### config.mk
export PLATFORM = sky130hd
export DESIGN_NAME = rf_wb_arbiter
export DESIGN_NICKNAME = d
export VERILOG_FILES = /design/src/rtl/rf_wb_arbiter.sv
export SDC_FILE = /design/constraint.sdc
export NUM_CORES = 1
export LEC_CHECK = 0
export ABC_AREA = 1
export BUFFER_PORTS_ARGS = -buffer_cell sky130_fd_sc_hd__buf_2
export CORE_MARGIN = 3
export CORE_UTILIZATION = 30
export CTS_BUF_LIST = sky130_fd_sc_hd__clkbuf_8
export DETAILED_ROUTE_END_ITERATION = 12
export GPL_ROUTABILITY_DRIVEN = 0
export HOLD_SLACK_MARGIN = 0.1
export PLACE_DENSITY_LB_ADDON = 0.05
export REMOVE_ABC_BUFFERS = 1
export SYNTH_ARGS = -nofsm -noshare
export SYNTH_HDL_FRONTEND = slang
export SYNTH_SLANG_ARGS = --single-unit
export TNS_END_PERCENT = 1
### constraint.sdc
create_clock -name clk -period 2.3 [get_ports clk]
set_clock_uncertainty 0.1 [all_clocks]
set_input_delay 0.115 -clock clk [delete_from_list [all_inputs] [get_ports clk]]
set_output_delay 0.115 -clock clk [all_outputs]
set_load 0.02 [all_outputs]
### src/rtl/rf_wb_arbiter.sv
// Write-back arbiter and pending-write scoreboard for the register file.
// Two producers (0 = ALU, 1 = load unit) share the single write port under
// round-robin arbitration; the winning write is registered before it reaches
// the register file. A pending bitmap tracks issued-but-unwritten destinations
// so the issue stage can detect RAW hazards on its source operands.
module rf_wb_arbiter #(
    parameter int XLEN = 32,
    parameter int NREG = 32,
    localparam int SELW = $clog2(NREG)
) (
    input  logic            clk,
    input  logic            rst,
    input  logic            req0_valid,
    output logic            req0_ready,
    input  logic [SELW-1:0] req0_rd,
    input  logic [XLEN-1:0] req0_data,
    input  logic            req1_valid,
    output logic            req1_ready,
    input  logic [SELW-1:0] req1_rd,
    input  logic [XLEN-1:0] req1_data,
    output logic            rf_wr,
    output logic [SELW-1:0] rf_selwr,
    output logic [XLEN-1:0] rf_in,
    input  logic            issue_valid,
    input  logic [SELW-1:0] issue_rd,
    input  logic [SELW-1:0] chk_rs1,
    input  logic [SELW-1:0] chk_rs2,
    output logic            chk_hazard,
    output logic [NREG-1:0] pending
);

    // One-hot decode of a register selector into a bitmap position.
    function automatic logic [NREG-1:0] rd_mask(input logic [SELW-1:0] rd);
        logic [NREG-1:0] mask;
        mask     = '0;
        mask[rd] = 1'b1;
        return mask;
    endfunction

    // Round-robin memory: 1'b1 means requester 1 won the most recent grant,
    // so requester 0 takes the next contention.
    logic            last_grant_r;

    logic            grant0_s;
    logic            grant1_s;
    logic            any_grant_s;
    logic [SELW-1:0] sel_rd_s;
    logic [XLEN-1:0] sel_data_s;

    logic            rf_wr_r;
    logic [SELW-1:0] rf_selwr_r;
    logic [XLEN-1:0] rf_in_r;

    logic [NREG-1:0] pending_r;
    logic [NREG-1:0] set_mask_s;
    logic [NREG-1:0] clr_mask_s;
    logic [NREG-1:0] pending_next_s;

    // Arbitration: a lone requester wins; on contention the one that did not
    // win last time wins. Nothing is granted while reset is asserted.
    always_comb begin
        grant0_s = 1'b0;
        grant1_s = 1'b0;
        if (!rst) begin
            grant0_s = 1'b0;
            grant1_s = 1'b0;
        end else begin
            case ({req1_valid, req0_valid})
                2'b01: grant0_s = 1'b1;
                2'b10: grant1_s = 1'b1;
                2'b11: begin
                    if (last_grant_r) begin
                        grant0_s = 1'b1;
                    end else begin
                        grant1_s = 1'b1;
                    end
                end
                default: begin
                    grant0_s = 1'b0;
                    grant1_s = 1'b0;
                end
            endcase
        end
    end

    // Select the winning requester's destination and data.
    always_comb begin
        any_grant_s = grant0_s | grant1_s;
        sel_rd_s    = '0;
        sel_data_s  = '0;
        if (grant1_s) begin
            sel_rd_s   = req1_rd;
            sel_data_s = req1_data;
        end else begin
            sel_rd_s   = req0_rd;
            sel_data_s = req0_data;
        end
    end

    // Remember which requester won, only when something was granted.
    always_ff @(posedge clk or negedge rst) begin
        if (!rst) begin
            last_grant_r <= 1'b1;
        end else if (grant0_s) begin
            last_grant_r <= 1'b0;
        end else if (grant1_s) begin
            last_grant_r <= 1'b1;
        end else begin
            last_grant_r <= last_grant_r;
        end
    end

    // Output stage: load a granted write; writes to x0 are accepted but never
    // reach the register file. Selector and data hold when idle.
    always_ff @(posedge clk or negedge rst) begin
        if (!rst) begin
            rf_wr_r    <= 1'b0;
            rf_selwr_r <= '0;
            rf_in_r    <= '0;
        end else if (any_grant_s && (sel_rd_s != '0)) begin
            rf_wr_r    <= 1'b1;
            rf_selwr_r <= sel_rd_s;
            rf_in_r    <= sel_data_s;
        end else begin
            rf_wr_r    <= 1'b0;
            rf_selwr_r <= rf_selwr_r;
            rf_in_r    <= rf_in_r;
        end
    end

    // Scoreboard update: issue sets, the register-file write clears, and a
    // simultaneous set wins because it marks a newer outstanding producer.
    always_comb begin
        set_mask_s = '0;
        clr_mask_s = '0;
        if (issue_valid && (issue_rd != '0)) begin
            set_mask_s = rd_mask(issue_rd);
        end else begin
            set_mask_s = '0;
        end
        if (rf_wr_r) begin
            clr_mask_s = rd_mask(rf_selwr_r);
        end else begin
            clr_mask_s = '0;
        end
        pending_next_s    = (pending_r & ~clr_mask_s) | set_mask_s;
        pending_next_s[0] = 1'b0;
    end

    // Pending-write bitmap register.
    always_ff @(posedge clk or negedge rst) begin
        if (!rst) begin
            pending_r <= '0;
        end else begin
            pending_r <= pending_next_s;
        end
    end

    assign req0_ready = grant0_s;
    assign req1_ready = grant1_s;
    assign rf_wr      = rf_wr_r;
    assign rf_selwr   = rf_selwr_r;
    assign rf_in      = rf_in_r;
    assign pending    = pending_r;
    // Hazard looks at the committed bitmap only; no bypass from the output stage.
    assign chk_hazard = pending_r[chk_rs1] | pending_r[chk_rs2];

endmodule

; Word-level counts from Yosys, hierarchy flattened
; Cells that the tools add are included.
[op_classes]
addsub = 0
bitwise = 5
magnitude_cmp = 6
n_reduce_logical = 7
n_shift = 0
div = 0
muxes = 21
eq_ne = 3
multipliers = 0
[op_table]
columns = op, count
row1 = 32-bit 2-to-1 mux, 3
row2 = 32-bit AND, 1
row3 = 32-bit inverter, 1
row4 = 32-bit OR, 1
row5 = 5-bit by 6-bit less-than comparator with 1-bit output (second input constant), 4
row6 = 1-bit 2-to-1 mux, 11
row7 = 1-bit binary-select mux with 5-bit select, 2
row8 = 1-bit demux with 5-bit select, 2
row9 = 5-bit by 1-bit >= comparator with 1-bit output (second input constant), 2
row10 = 5-bit nonzero test, 2
row11 = 5-bit 2-to-1 mux, 1
row12 = 2-bit equality test (second input constant), 2
row13 = 1-bit logical AND, 4
row14 = 1-bit one-hot mux with 2 select lines, 2
row15 = 2-bit by 1-bit equality test with 1-bit output (second input constant), 1
row16 = 1-bit OR, 2
row17 = 2-bit nonzero test, 1
[word_totals]
in_bits = 94
rom_bits = 0
n_memories = 0
ramBits = 0
register_bits = 70
latchBits = 0

; Longest topological paths before layout
; Gate-level depths: netlist of run 1.
[depth]
ltp_word = 8
ltp_mapped = 14
mapped_depth_nobuf = 11

; Least setup slack after synthesis of run 1
; No wires, ideal clock.
[synth_timing]
path_kind = register -> register
start = reg last_grant_r
end = reg rf_in_r[22], in the netlist rf_in[22]
arrival_time_ns = 1.571
path_stages_with_launch = 14
setup_time_ns = 0.066
path_slack_ns = 0.563
n_path_buf = 3
path_cell_list = dfstp_2 nand2_1 nand2_2 buf_6 nand2_1 nand2_1 nand2_1 nor2_2 nand2_4 nand2_4 buf_12 buf_12 nand2_2 nand2_1
[synth_between]
elab_chain_cells = 6
elab_cells_between_ends = 11
classes_between = mux (8) / bitwise (1) / reduce/logical (2)
[synth_rtl]
columns = item, line_no
row1 = start: declaration, 42  ; logic last_grant_r;
row2 = start signal: assignment, 109  ; last_grant_r <= last_grant_r;
row3 = 1-bit 2-to-1 mux, 72  ; if (last_grant_r) begin
row4 = 1-bit one-hot mux with 2 select lines, 68  ; case ({req1_valid, req0_valid})
row5 = 1-bit 2-to-1 mux, 64  ; if (!rst) begin
row6 = 5-bit 2-to-1 mux, 91  ; if (grant1_s) begin
row7 = 5-bit nonzero test, 120  ; end else if (any_grant_s && (sel_rd_s != '0)) begin
row8 = 1-bit logical AND, 120
row9 = end signal: assignment, 123  ; rf_in_r <= sel_data_s;
row10 = end signal: assignment, 127  ; rf_in_r <= rf_in_r;
row11 = end: declaration, 52  ; logic [XLEN-1:0] rf_in_r;
; Several ways; a longest one is shown, not always the timed one.
; A chain may end at the register's enable or synchronous reset.

; Worst setup path in the final report of run 1
[layout_timing]
start = in rst
end = reg rf_in_r[23], in the netlist rf_in[23]
[layout_between]
elab_chain_cells = 4
elab_cells_between_ends = 7
classes_between = mux (4) / bitwise (1) / reduce/logical (2)
[layout_rtl]
columns = item, line_no
row1 = start: declaration, 12  ; input logic rst,
row2 = 1-bit 2-to-1 mux, 64
row3 = 5-bit 2-to-1 mux, 91
row4 = 5-bit nonzero test, 120
row5 = 1-bit logical AND, 120
; Several ways; a longest one is shown, not always the timed one.

==> results of run 1 <==
[power by group through the flow]
stage                     combinational, mW  sequential, mW  clock (mW)
after floorplan                       0.710            2.31           0
after global placement                 1.83            1.98           0
after detailed placement               1.85            1.99           0
after CTS                              1.98            1.98        1.05
after global routing                   2.20            2.03        1.11
final                                  1.97            1.97        1.02
[cells by family (layout without fill, tap and decap cells)]
logic type | after synthesis | in the layout | share of synthesized area, %
other | 1 | 1 | 0.09168
and+or+nand+nor | 385 | 385 | 40.32
buffers and inverters | 76 | 312 | 8.535
DFF | 70 | 70 | 42.86
AOI/OAI and AO/OA | 66 | 66 | 8.198
[synth_stat cells, drive strengths merged]
cell type    n  area share [%]
nand2      269              26
nand3      108              13
dfrtp       69              42
o21ai       64             7.8
inv         49             4.5
clkbuf      15             1.4
buf         12             2.7
nor2         5            0.76
nand3b       3            0.55
a211oi       1            0.18
conb         1           0.092
dfstp        1            0.64
o211ai       1            0.18
[stage by stage]
step / hold WS [ns] / worst slack [ns] / util (%) / power, mW / cell area, um2
after floorplan: -0.2806 / -1.104 / - / 3.021 / 3925
after global placement: 0.3362 / 0.5020 / 37.78 / 3.810 / 5022
after detailed placement: 0.3446 / 0.4233 / 37.78 / 3.850 / 5022
after CTS: 0.1054 / 0.1451 / 45.01 / 5.005 / 5984
after global routing: 0.1341 / 0.06597 / 45.04 / 5.343 / 5988
final: 0.1085 / 0.1870 / 45.04 / 4.963 / 5988
[how the worst min path moves through the flow]
stage	from	to	cells past startpoint
global route	req0_rd[3]	rf_selwr[3]	6
finish	req0_rd[3]	rf_selwr[3]	6
CTS	req0_rd[3]	rf_selwr[3]	6
global placement	req1_data[12]	rf_in[12]	5
detailed placement	req1_data[11]	rf_in[11]	5
floorplan	rst	pending[10]	0
[routing by layer]
layer	GRT usage [%]	wire (um)	up-vias
met5	0	0	-
met4	4.759	153	0
met3	4.470	868	12
met2	33.45	7172	143
met1	22.33	5710	2188
li1	-	-	2370
[timing repair]
action | in CTS | in global routing
hold endpoints to repair | 131 | 0
endpoints found under the setup margin | 0 | 3
hold buffers | 76 | 0
gates resized for setup | 0 | 1
[final cells by class]
type	count	area [um2]	area share (%)
Multi-Input combinational cell	452	1992	33.26
Sequential cell	70	1753	29.27
Timing Repair Buffer	247	1638	27.35
Tap cell	176	220.2	3.677
Inverter	49	183.9	3.071
Clock buffer	11	151.4	2.528
Clock inverter	5	50.05	0.8358
[state kept, by name, summed over array words and instances (netlist names)]
register,cells
rf_wr,1
last_grant_r,1
pending,31
rf_selwr,5
rf_in,32
[critical path: cells and delay by family]
family / cells / cell delay (ns)
buf+inv: 4 / 1.58
simple gates: 6 / 0.58
==> metrics.md, run 1 <==
| Metric | Value |
|---|---|
| Clk_lat worst skew | `0.35 ns` |
| Final max-slew violation count | `0` |
| Setup total negative slack | `0 ns` |
| Critical path type | `input port to flop` |
| Most frequent CP cell | `nand2_1` |
| Peak Freq | `473.3 MHz` |
| Crit path launch | `rst` |
| Tightest Pin Transition | `0.9026 ns` |
| Sequential fraction of the synthesis area | `42.86%` |
| Slew headroom | `39.82%` |
| Final Non-Filler Cells | `1010` |
| Final critical-path required period | `2.113 ns` |
| Initial antenna violation count | `0` |
| R2r setup slk | `0.22 ns` |
| Crit path capture | `rf_in[23]` |
| Worst setup SP type | `input port` |
| Routed WL | `13910 um` |
| Most frequent cells in the layout | `255 x nand2_1, 164 x buf_2, 108 x nand3_1` |
| Pint | `2.878 mW` |
| Endpoints failing setup | `0` |
| Fillers | `1394` |
| Post-Synthesis Cells | `598` |
| Fin. Hold Viols | `0` |
| Post-CTS setup buffer count | `0` |
| Flop pwr share | `39.7%` |
| Warnings from Yosys | `0` |
| Sw power | `2.086 mW` |
| Grt total ovfl | `0` |
| Vias in the first global route | `4472` |
| DIE AREA | `0.01507 mm2` |
| PwrDens | `828.8 mW/mm2` |
| Inst Count DP | `918` |
| CTS Buf Count | `9` |
| Setup crit end kind | `flop` |
| Comb pwr share | `39.7%` |
| R2R Path End | `rf_in[23]` |
| Die X | `122.8 um` |
| #FFs+latches synth | `70` |
| Max cap viols | `0` |
| Hold/Removal Path Class | `input port to flop` |
| Crit path cell chain | `dlygate4sd3_1 -> buf_4 -> nand2_2 -> nor2_4 -> buf_4 -> nand2_1 -> nand2_1 -> dlygate4sd3_1 -> nand3_1 -> nand2_1` |
| Die H | `122.8 um` |
| WP data required | `2.49 ns` |
| Crit Path Max Fanout | `33` |
| Clk buf depth | `2` |
| WL/cell | `13.77 um` |
| GR Util All Layers | `18.65%` |
| Clk pwr share | `20.6%` |
| CORE AREA | `0.01330 mm2` |
| R2r worst-path depth | `8` |
| Final period utilization | `91.87%` |
| Antenna cells | `0` |
| Initial Util | `30.76%` |
| Status | `finished clean` |
| Sw Ratio | `42.02%` |
| DP HPWL | `10260 um` |
| Pre-Repair DR Iteration Count | `4` |
| Clock-pin slew on the worst setup and hold paths | `0.08 ns` |
| Leak Pwr | `3.282 nW` |
| Clock sinks | `70` |
| Library cells used by synthesis | `22` |
| Port Buffers | `165` |
| # DRC | `0` |
| Layout cells sized above 1 | `24.70%` |
| Commonest non-fill, non-tap cell in the layout | `nand2_1` |
| CTS tree | `done` |
| Fin nets | `923` |
| Cell Rows | `42` |
| H-tree levels | `3` |
| Initial DRC Count | `323` |
| RSZ-0062 raised after global routing | `no` |
| Post-route ant nets | `0` |
| Syn Std Cell Area | `0.004090 mm2` |
| First-pass GRT wire length | `22030 um` |
| CP max-delay cell | `dlygate4sd3_1` |
| CP peak stage delay | `0.56 ns` |
| Crit path DAT | `2.30 ns` |
| Synth-to-Final Area Change | `46.41%` |
| Ports | `167` |
| Largest net degree at the start of global routing | `71` |
| Avg Cell Area, Syn | `6.840 um2` |
| Number of vias per cell | `4.666` |
| Clk root buf | `clkbuf_8` |
| Worst r2r src | `last_grant_r` |
| IR drop worst, VDD | `0.0002782 V` |
| Via Count | `4713` |
Note: power is estimated with default switching activity, not from simulation.
==> run 2: changes to the inputs <==
ABC_AREA = not set   (was 1)
SKIP_LAST_GASP = 1   (was not set)
SLEW_MARGIN = 5   (was not set)
==> run 2 against run 1 <==
Effect of this change: cell area fell by 4.8%; global-route usage fell by 0.49 points; synthesized cell count fell by 42%; largest power group is now combinational cells; critical path type is now flop to output port; non-clock buffer count rose by 8; power rose by 4.7%; count of clock-buffer cells in the layout rose by 2.
==> metrics.md, run 2 <==
| Metric | Value |
|---|---|
| GR Util All Layers | `18.17% (was 18.65%)` |
| Layout cells sized above 1 | `35.34% (was 24.70%)` |
| Most numerous cell in the Yosys netlist | `dfrtp_1 (was nand2_1)` |
| Ports | `167 (unchanged)` |
| PwrDens | `911.7 mW/mm2 (was 828.8 mW/mm2)` |
| Leak Pwr | `2.629 nW (was 3.282 nW)` |
| DIE AREA | `0.01354 mm2 (was 0.01507 mm2)` |
| # DRC | `0 (unchanged)` |
| Hold/Removal Path Class | `input port to flop (unchanged)` |
| Final critical-path required period | `2.262 ns (was 2.113 ns)` |
| CTS Buf Count | `9 (unchanged)` |
| Initial antenna violation count | `0 (unchanged)` |
| Clock sinks | `70 (unchanged)` |
| Fin. Hold Viols | `0 (unchanged)` |
| #FFs+latches synth | `70 (unchanged)` |
| Post-synth top area cell | `dfrtp_1 (unchanged)` |
| Avg Cell Area, Syn | `10.56 um2 (was 6.840 um2)` |
| Tightest Pin Transition | `0.7524 ns (was 0.9026 ns)` |
| Post-Synthesis Cells | `346 (was 598)` |
| CTS tree | `done (unchanged)` |
| Setup total negative slack | `0 ns (unchanged)` |
| Critical path type | `flop to output port (was input port to flop)` |
| Worst Hold Margin | `0.1478 ns (was 0.1085 ns)` |
| Cell Rows | `39 (was 42)` |
| Clk buf depth | `2 (unchanged)` |
| Slew headroom | `49.84% (was 39.82%)` |
| Max cap viols | `0 (unchanged)` |
| Number of vias per cell | `5.009 (was 4.666)` |
| Commonest non-fill, non-tap cell in the layout | `buf_2 (was nand2_1)` |
| Final max-slew violation count | `0 (unchanged)` |
| Vias in the first global route | `3805 (was 4472)` |
| Clk_lat worst skew | `0.36 ns (was 0.35 ns)` |
| CP max-delay cell | `mux4_2 (was dlygate4sd3_1)` |
| Final period utilization | `98.35% (was 91.87%)` |
| Setup crit end kind | `output port (was flop)` |
| Post-route ant nets | `0 (unchanged)` |
| Placed cell area | `0.004618 mm2 (was 0.005022 mm2)` |
| Warnings from Yosys | `0 (unchanged)` |
| Via Count | `3707 (was 4713)` |
| Syn Std Cell Area | `0.003655 mm2 (was 0.004090 mm2)` |
| DP HPWL | `8442 um (was 10260 um)` |
| Synth area leaders | `dfrtp_1 47%, mux2i_1 10%, o21ai_0 8.5% (was dfrtp_1 42%, nand2_1 23%, nand3_1 13%)` |
| Grt total ovfl | `0 (unchanged)` |
| WL/cell | `16.27 um (was 13.77 um)` |
| Largest net degree at the start of global routing | `61 (was 71)` |
| Commonest cells post-synth | `69 x dfrtp_1, 62 x o21ai_0, 41 x nor2_1 (was 255 x nand2_1, 108 x nand3_1, 69 x dfrtp_1)` |
| First-pass GRT wire length | `19220 um (was 22030 um)` |
| Worst path bufs/invs | `1 (was 4)` |
| WP data required | `2.09 ns (was 2.49 ns)` |
| Initial DRC Count | `161 (was 323)` |
| Fillers | `1074 (was 1394)` |
| Pre-Repair DR Iteration Count | `4 (unchanged)` |
| Endpoints failing setup | `0 (unchanged)` |
| Crit Path Max Fanout | `4 (was 33)` |
| Die H | `116.4 um (was 122.8 um)` |
| Post-synth EDFFs | `0 (unchanged)` |
| Antenna cells | `0 (unchanged)` |
| CP peak stage delay | `0.46 ns (was 0.56 ns)` |
| Sequential fraction of the synthesis area | `47.96% (was 42.86%)` |
| Crit path cell chain | `mux4_2 -> mux2_4 -> a311oi_2 -> nand4_1 -> buf_4 (was dlygate4sd3_1 -> buf_4 -> nand2_2 -> nor2_4 -> buf_4 -> nand2_1 -> nand2_1 -> dlygate4sd3_1 -> nand3_1 -> nand2_1)` |
| Finished Cell Area | `0.005698 mm2 (was 0.005988 mm2)` |
| Die X | `116.4 um (was 122.8 um)` |
| Clk root buf | `clkbuf_8 (unchanged)` |
| Max FFs per register | `32 (unchanged)` |
| Async S/R FF share, synth | `100.0% (unchanged)` |
| Library cells used by synthesis | `39 (was 22)` |
| Worst setup SP type | `flop (was input port)` |
| Routed WL | `12040 um (was 13910 um)` |
| IR drop worst, VDD | `0.0003428 V (was 0.0002782 V)` |
| Peak Freq | `442.1 MHz (was 473.3 MHz)` |
| CORE AREA | `0.01166 mm2 (was 0.01330 mm2)` |
| Port Buffers | `165 (unchanged)` |
| H-tree levels | `3 (unchanged)` |
| Crit path max-delay family | `multiplexers (was buffers and inverters)` |
| Synth-to-Final Area Change | `55.91% (was 46.41%)` |
| Clock-pin slew on the worst setup and hold paths | `0.08 ns (about the same)` |
| Initial Util | `31.34% (was 30.76%)` |
| Post-synth top flop | `dfrtp_1 (unchanged)` |
| Fin nets | `686 (was 923)` |
| Area share of the largest cell type after synthesis | `47.24% (was 42.21%)` |
| Most frequent cells in the layout | `163 x buf_2, 81 x dlygate4sd3_1, 69 x dfrtp_1 (was 255 x nand2_1, 164 x buf_2, 108 x nand3_1)` |
| Crit path DAT | `2.05 ns (was 2.30 ns)` |
| Status | `finished clean (unchanged)` |
==> run 2: cell count changes in the layout (fill, tap and decap cells not counted), moves of 5 or more <==
cell | previous run | this run
inv_1 | 49 | 5
mux4_2 | 0 | 10
dlygate4sd3_1 | 76 | 81
nand2_1 | 255 | 5
mux2i_1 | 0 | 38
nor2_1 | 2 | 41
nand3b_1 | 3 | 10
nand2_2 | 12 | 1
a21oi_1 | 0 | 39
nand3_1 | 108 | 7
==> run 2: final cells by class <==
| cell class | instances | area [um2] | share of cell area [%] |
|---|---|---|---|
| repair buffers | 255 | 1734 | 30.43 |
| clock buffers | 13 | 178.9 | 3.140 |
| flip-flops and latches | 70 | 1753 | 30.76 |
| well taps | 143 | 178.9 | 3.140 |
| multi-input cells | 251 | 1794 | 31.49 |
| clock inverters | 3 | 40.04 | 0.7027 |
| inverters | 5 | 18.77 | 0.3294 |
==> run 2: cell families after synthesis <==
| kind of cell | share of synthesized area, % |
|---|---|
| buffers and inverters | 3.526 |
| AO/OA/AOI/OAI | 16.91 |
| other | 0.1026 |
| multiplexers | 20.57 |
| AND/OR/NAND/NOR | 10.92 |
| flip-flops | 47.96 |
==> run 2: what timing repair did <==
item | in CTS | in global routing
hold buffers | 81 | 0
hold endpoints to repair | 124 | 0
pin swaps | 2 | 3
buffers inserted | 2 | 3
endpoints found under the setup margin | 1 | 1
cloned | 0 | 0
gates resized for setup | 2 | 5
==> run 2: through the flow <==
step | instances | worst slack, ns | power [mW] | util (%)
floorplan | 326 | -1.511 | 3.073 | -
global placement | 638 | 0.3572 | 3.887 | 39.60
detailed placement | 638 | 0.3538 | 3.911 | 39.60
CTS | 737 | 0.007987 | 5.168 | 48.55
global route | 740 | -0.02029 | 5.517 | 48.86
finish | 740 | 0.03801 | 5.195 | 48.86
==> run 2: final timing paths <==
kind | from | end | slack (ns) | depth (start not counted)
worst min register to register | rf_in[9] | rf_in[9] | 0.43 | 2
worst max-delay path | pending[26] | chk_hazard | 0.04 | 5
worst min-delay path | issue_rd[0] | pending[4] | 0.15 | 3
min in group asynchronous | rst | last_grant_r | 0.22 | 2
worst max register to register | last_grant_r | rf_in[19] | 0.17 | 6
max in group asynchronous | rst | rf_in[1] | 0.91 | 3
==> run 2: tightest hold or removal path: cells and delay by family <==
family | cells | cell delay (ns)
and+or+nand+nor | 1 | 0.23
AOI/OAI and AO/OA | 1 | 0.11
buffers and inverters | 1 | 0.10
==> run 2: where the power goes <==
part | switching, mW | leakage [nW] | total [mW] | internal, mW
combinational | 1.18 | 1.76 | 2.13 | 0.956
clock | 0.470 | 0.115 | 1.09 | 0.616
sequential | 0.361 | 0.752 | 1.98 | 1.61
==> run 2: layer usage <==
layer | GRT usage [%] | vias up | part of all wire, %
met3 | 3.627 | 15 | 7.1
met5 | 0 | - | 0
li1 | - | 1774 | -
met1 | 23.31 | 1779 | 44
met2 | 29.82 | 139 | 47
met4 | 7.889 | 0 | 1.8
==> run 3: changes to the inputs <==
ABC_AREA = 1   (was not set)
CORE_ASPECT_RATIO = 0.8   (was not set)
==> run 3 against run 2 <==
Effect of this change: final cell count increased by 37%; die area increased by 11%; via count increased by 31%; wire length increased by 26%; non-clock buffer count decreased by 5; first-iteration DRC count increased by 88%; core utilization decreased by 2.9 points; critical endpoint is now rf_in[31]; largest cell class unchanged; largest power group unchanged.
==> metrics.md, run 3 (synthesis results as in run 1) <==
| Metric | Value |
|---|---|
| Cell Rows | `37 (was 39)` |
| Fillers | `1363 (was 1074)` |
| Max cap viols | `0 (unchanged)` |
| Vias in the first global route | `4837 (was 3805)` |
| Clk_lat worst skew | `0.34 ns (was 0.36 ns)` |
| PwrDens | `813.6 mW/mm2 (was 911.7 mW/mm2)` |
| Setup total negative slack | `0 ns (unchanged)` |
| Clock-pin slew on the worst setup and hold paths | `0.07 ns (was 0.08 ns)` |
| Final period utilization | `91.53% (was 98.35%)` |
| Worst setup SP type | `input port (was flop)` |
| R2r worst-path depth | `8 (was 6)` |
| WP data required | `2.48 ns (was 2.09 ns)` |
| CTS tree | `done (unchanged)` |
| CORE AREA | `0.01310 mm2 (was 0.01166 mm2)` |
| Crit Path Max Fanout | `28 (was 4)` |
| Synth-to-Final Area Change | `47.29% (was 55.91%)` |
| Pre-Repair DR Iteration Count | `5 (was 4)` |
| Inst Count DP | `915 (was 638)` |
| DIE AREA | `0.01508 mm2 (was 0.01354 mm2)` |
| Tightest Pin Transition | `0.9107 ns (was 0.7524 ns)` |
| Clk root buf | `clkbuf_8 (unchanged)` |
| IR drop worst, VDD | `0.0003668 V (was 0.0003428 V)` |
| Final max-slew violation count | `0 (unchanged)` |
| Largest net degree at the start of global routing | `71 (was 61)` |
| # DRC | `0 (unchanged)` |
| Fin nets | `927 (was 686)` |
| Initial Util | `31.22% (was 31.34%)` |
| Layout cells sized above 1 | `25.06% (was 35.34%)` |
| Via Count | `4865 (was 3707)` |
| Dpl ws | `-0.05992 ns (was 0.3538 ns)` |
| WHS Path Cells | `6 (was 3)` |
| Slew headroom | `39.29% (was 49.84%)` |
| First-pass GRT wire length | `24450 um (was 19220 um)` |
| Antenna cells | `0 (unchanged)` |
| Max FFs per register | `32 (unchanged)` |
| Crit path DAT | `2.29 ns (was 2.05 ns)` |
| Endpoints failing setup | `0 (unchanged)` |
| PnR Total Power | `4.901 mW (was 5.195 mW)` |
| Grt total ovfl | `0 (unchanged)` |
| Status | `finished clean (unchanged)` |
| Number of vias per cell | `4.803 (was 5.009)` |
| Ports | `167 (unchanged)` |
| Clk buf depth | `2 (unchanged)` |
| Final Non-Filler Cells | `1013 (was 740)` |
| Post-route ant nets | `0 (unchanged)` |
| Setup ws final | `0.1948 ns (was 0.03801 ns)` |
| CTS Buf Count | `9 (unchanged)` |
| RSZ-0062 raised after global routing | `no` |
| Die H | `110.4 um (was 116.4 um)` |
| H-tree levels | `3 (unchanged)` |
| Port Buffers | `165 (unchanged)` |
| Most frequent cells in the layout | `255 x nand2_1, 164 x buf_2, 108 x nand3_1 (was 163 x buf_2, 81 x dlygate4sd3_1, 69 x dfrtp_1)` |
| Clock sinks | `70 (unchanged)` |
| Initial DRC Count | `303 (was 161)` |
| GR Util All Layers | `20.23% (was 18.17%)` |
| Critical path type | `input port to flop (was flop to output port)` |
| Multi-input gate area | `0.002016 mm2 (was 0.001794 mm2)` |
| Sequential cell area | `0.001753 mm2 (unchanged)` |
| WL/cell | `14.97 um (was 16.27 um)` |
| Leak Pwr | `3.295 nW (was 2.629 nW)` |
| Final critical-path required period | `2.105 ns (was 2.262 ns)` |
| Peak Freq | `475.0 MHz (was 442.1 MHz)` |
| Setup crit end kind | `flop (was output port)` |
| Commonest non-fill, non-tap cell in the layout | `nand2_1 (was buf_2)` |
| Die X | `136.5 um (was 116.4 um)` |
| Routed WL | `15160 um (was 12040 um)` |
| Hold/Removal Path Class | `input port to flop (unchanged)` |
| Initial antenna violation count | `0 (unchanged)` |
| DP HPWL | `10640 um (was 8442 um)` |
| Fin. Hold Viols | `0 (unchanged)` |
## run 3: cell count changes in the layout (fill, tap and decap cells not counted), moves of 4 or more
cell and delta:
mux4_2 -10, mux2i_1 -38, inv_1 +43, nor2_1 -39, mux4_1 -4, nand2_1 +250, nand3b_1 -7, a21oi_1 -39
nand2_2 +10, nand3_1 +101, dlygate4sd3_1 -4
## run 3: through the flow
stage	cell area, um2	hold slack [ns]	utilization (%)
3_3_place_gp	5014	0.3397	38.27
3_5_place_dp	5014	0.3466	38.27
4_1_cts	5977	0.1030	45.62
6_report	6025	0.1162	45.98
5_1_grt	6025	0.1757	45.98
2_1_floorplan	3925	-0.2806	-
## run 3: area by class of cell
| cell class | count | share of cell area [%] |
|---|---|---|
| Clock buffer | 12 | 2.741 |
| Clock inverter | 4 | 0.3531 |
| Inverter | 49 | 3.053 |
| Multi-Input combinational cell | 453 | 33.46 |
| Sequential cell | 70 | 29.10 |
| Tap cell | 175 | 3.634 |
| Timing Repair Buffer | 250 | 27.66 |
## run 3: worst max-delay path, cell delays in order
cell,delay [ns]
dlygate4sd3_1,0.53
buf_4,0.16
nand2_2,0.17
inv_2,0.07
nand2_4,0.13
buf_8,0.22
nand2_1,0.08
nand2_1,0.08
dlygate4sd3_1,0.55
nand3_1,0.07
nand2_1,0.09
## run 3: worst paths after layout
path	to	slack [ns]	start
worst max-delay path	rf_in[31]	0.19	rst
max in group asynchronous	rf_in[15]	1.02	rst
worst min-delay path	rf_selwr[3]	0.12	req0_rd[3]
worst max register to register	rf_in[31]	0.22	last_grant_r
min in group asynchronous	rf_in[14]	0.50	rst
worst min register to register	rf_in[6]	0.37	rf_in[6]
## run 3: per-layer routing
| metal | vias up | routed length [um] | track usage [%] |
|---|---|---|---|
| met3 | 17 | 1093 | 4.599 |
| met4 | 0 | 193 | 5.709 |
| li1 | 2384 | - | - |
| met1 | 2283 | 7193 | 28.84 |
| met5 | - | 0 | 0 |
| met2 | 181 | 6678 | 30.66 |
## run 3: where the power goes
group | leakage [nW] | internal, mW | switching [mW]
Clock | 0.0996 | 0.473 | 0.460
Sequential | 0.806 | 1.59 | 0.379
Combinational | 2.39 | 0.743 | 1.26
Total | 3.29 | 2.80 | 2.10
## run 3: repair_timing
item | 4_1_cts | 5_1_grt
hold buffers | 77 | 0
resized for setup | 0 | 4
pin swaps | 1 | 1
setup buffers | 0 | 4
endpoints found under the setup margin | 38 | 38
gates cloned | 1 | 0
hold endpoints to repair | 127 | 0
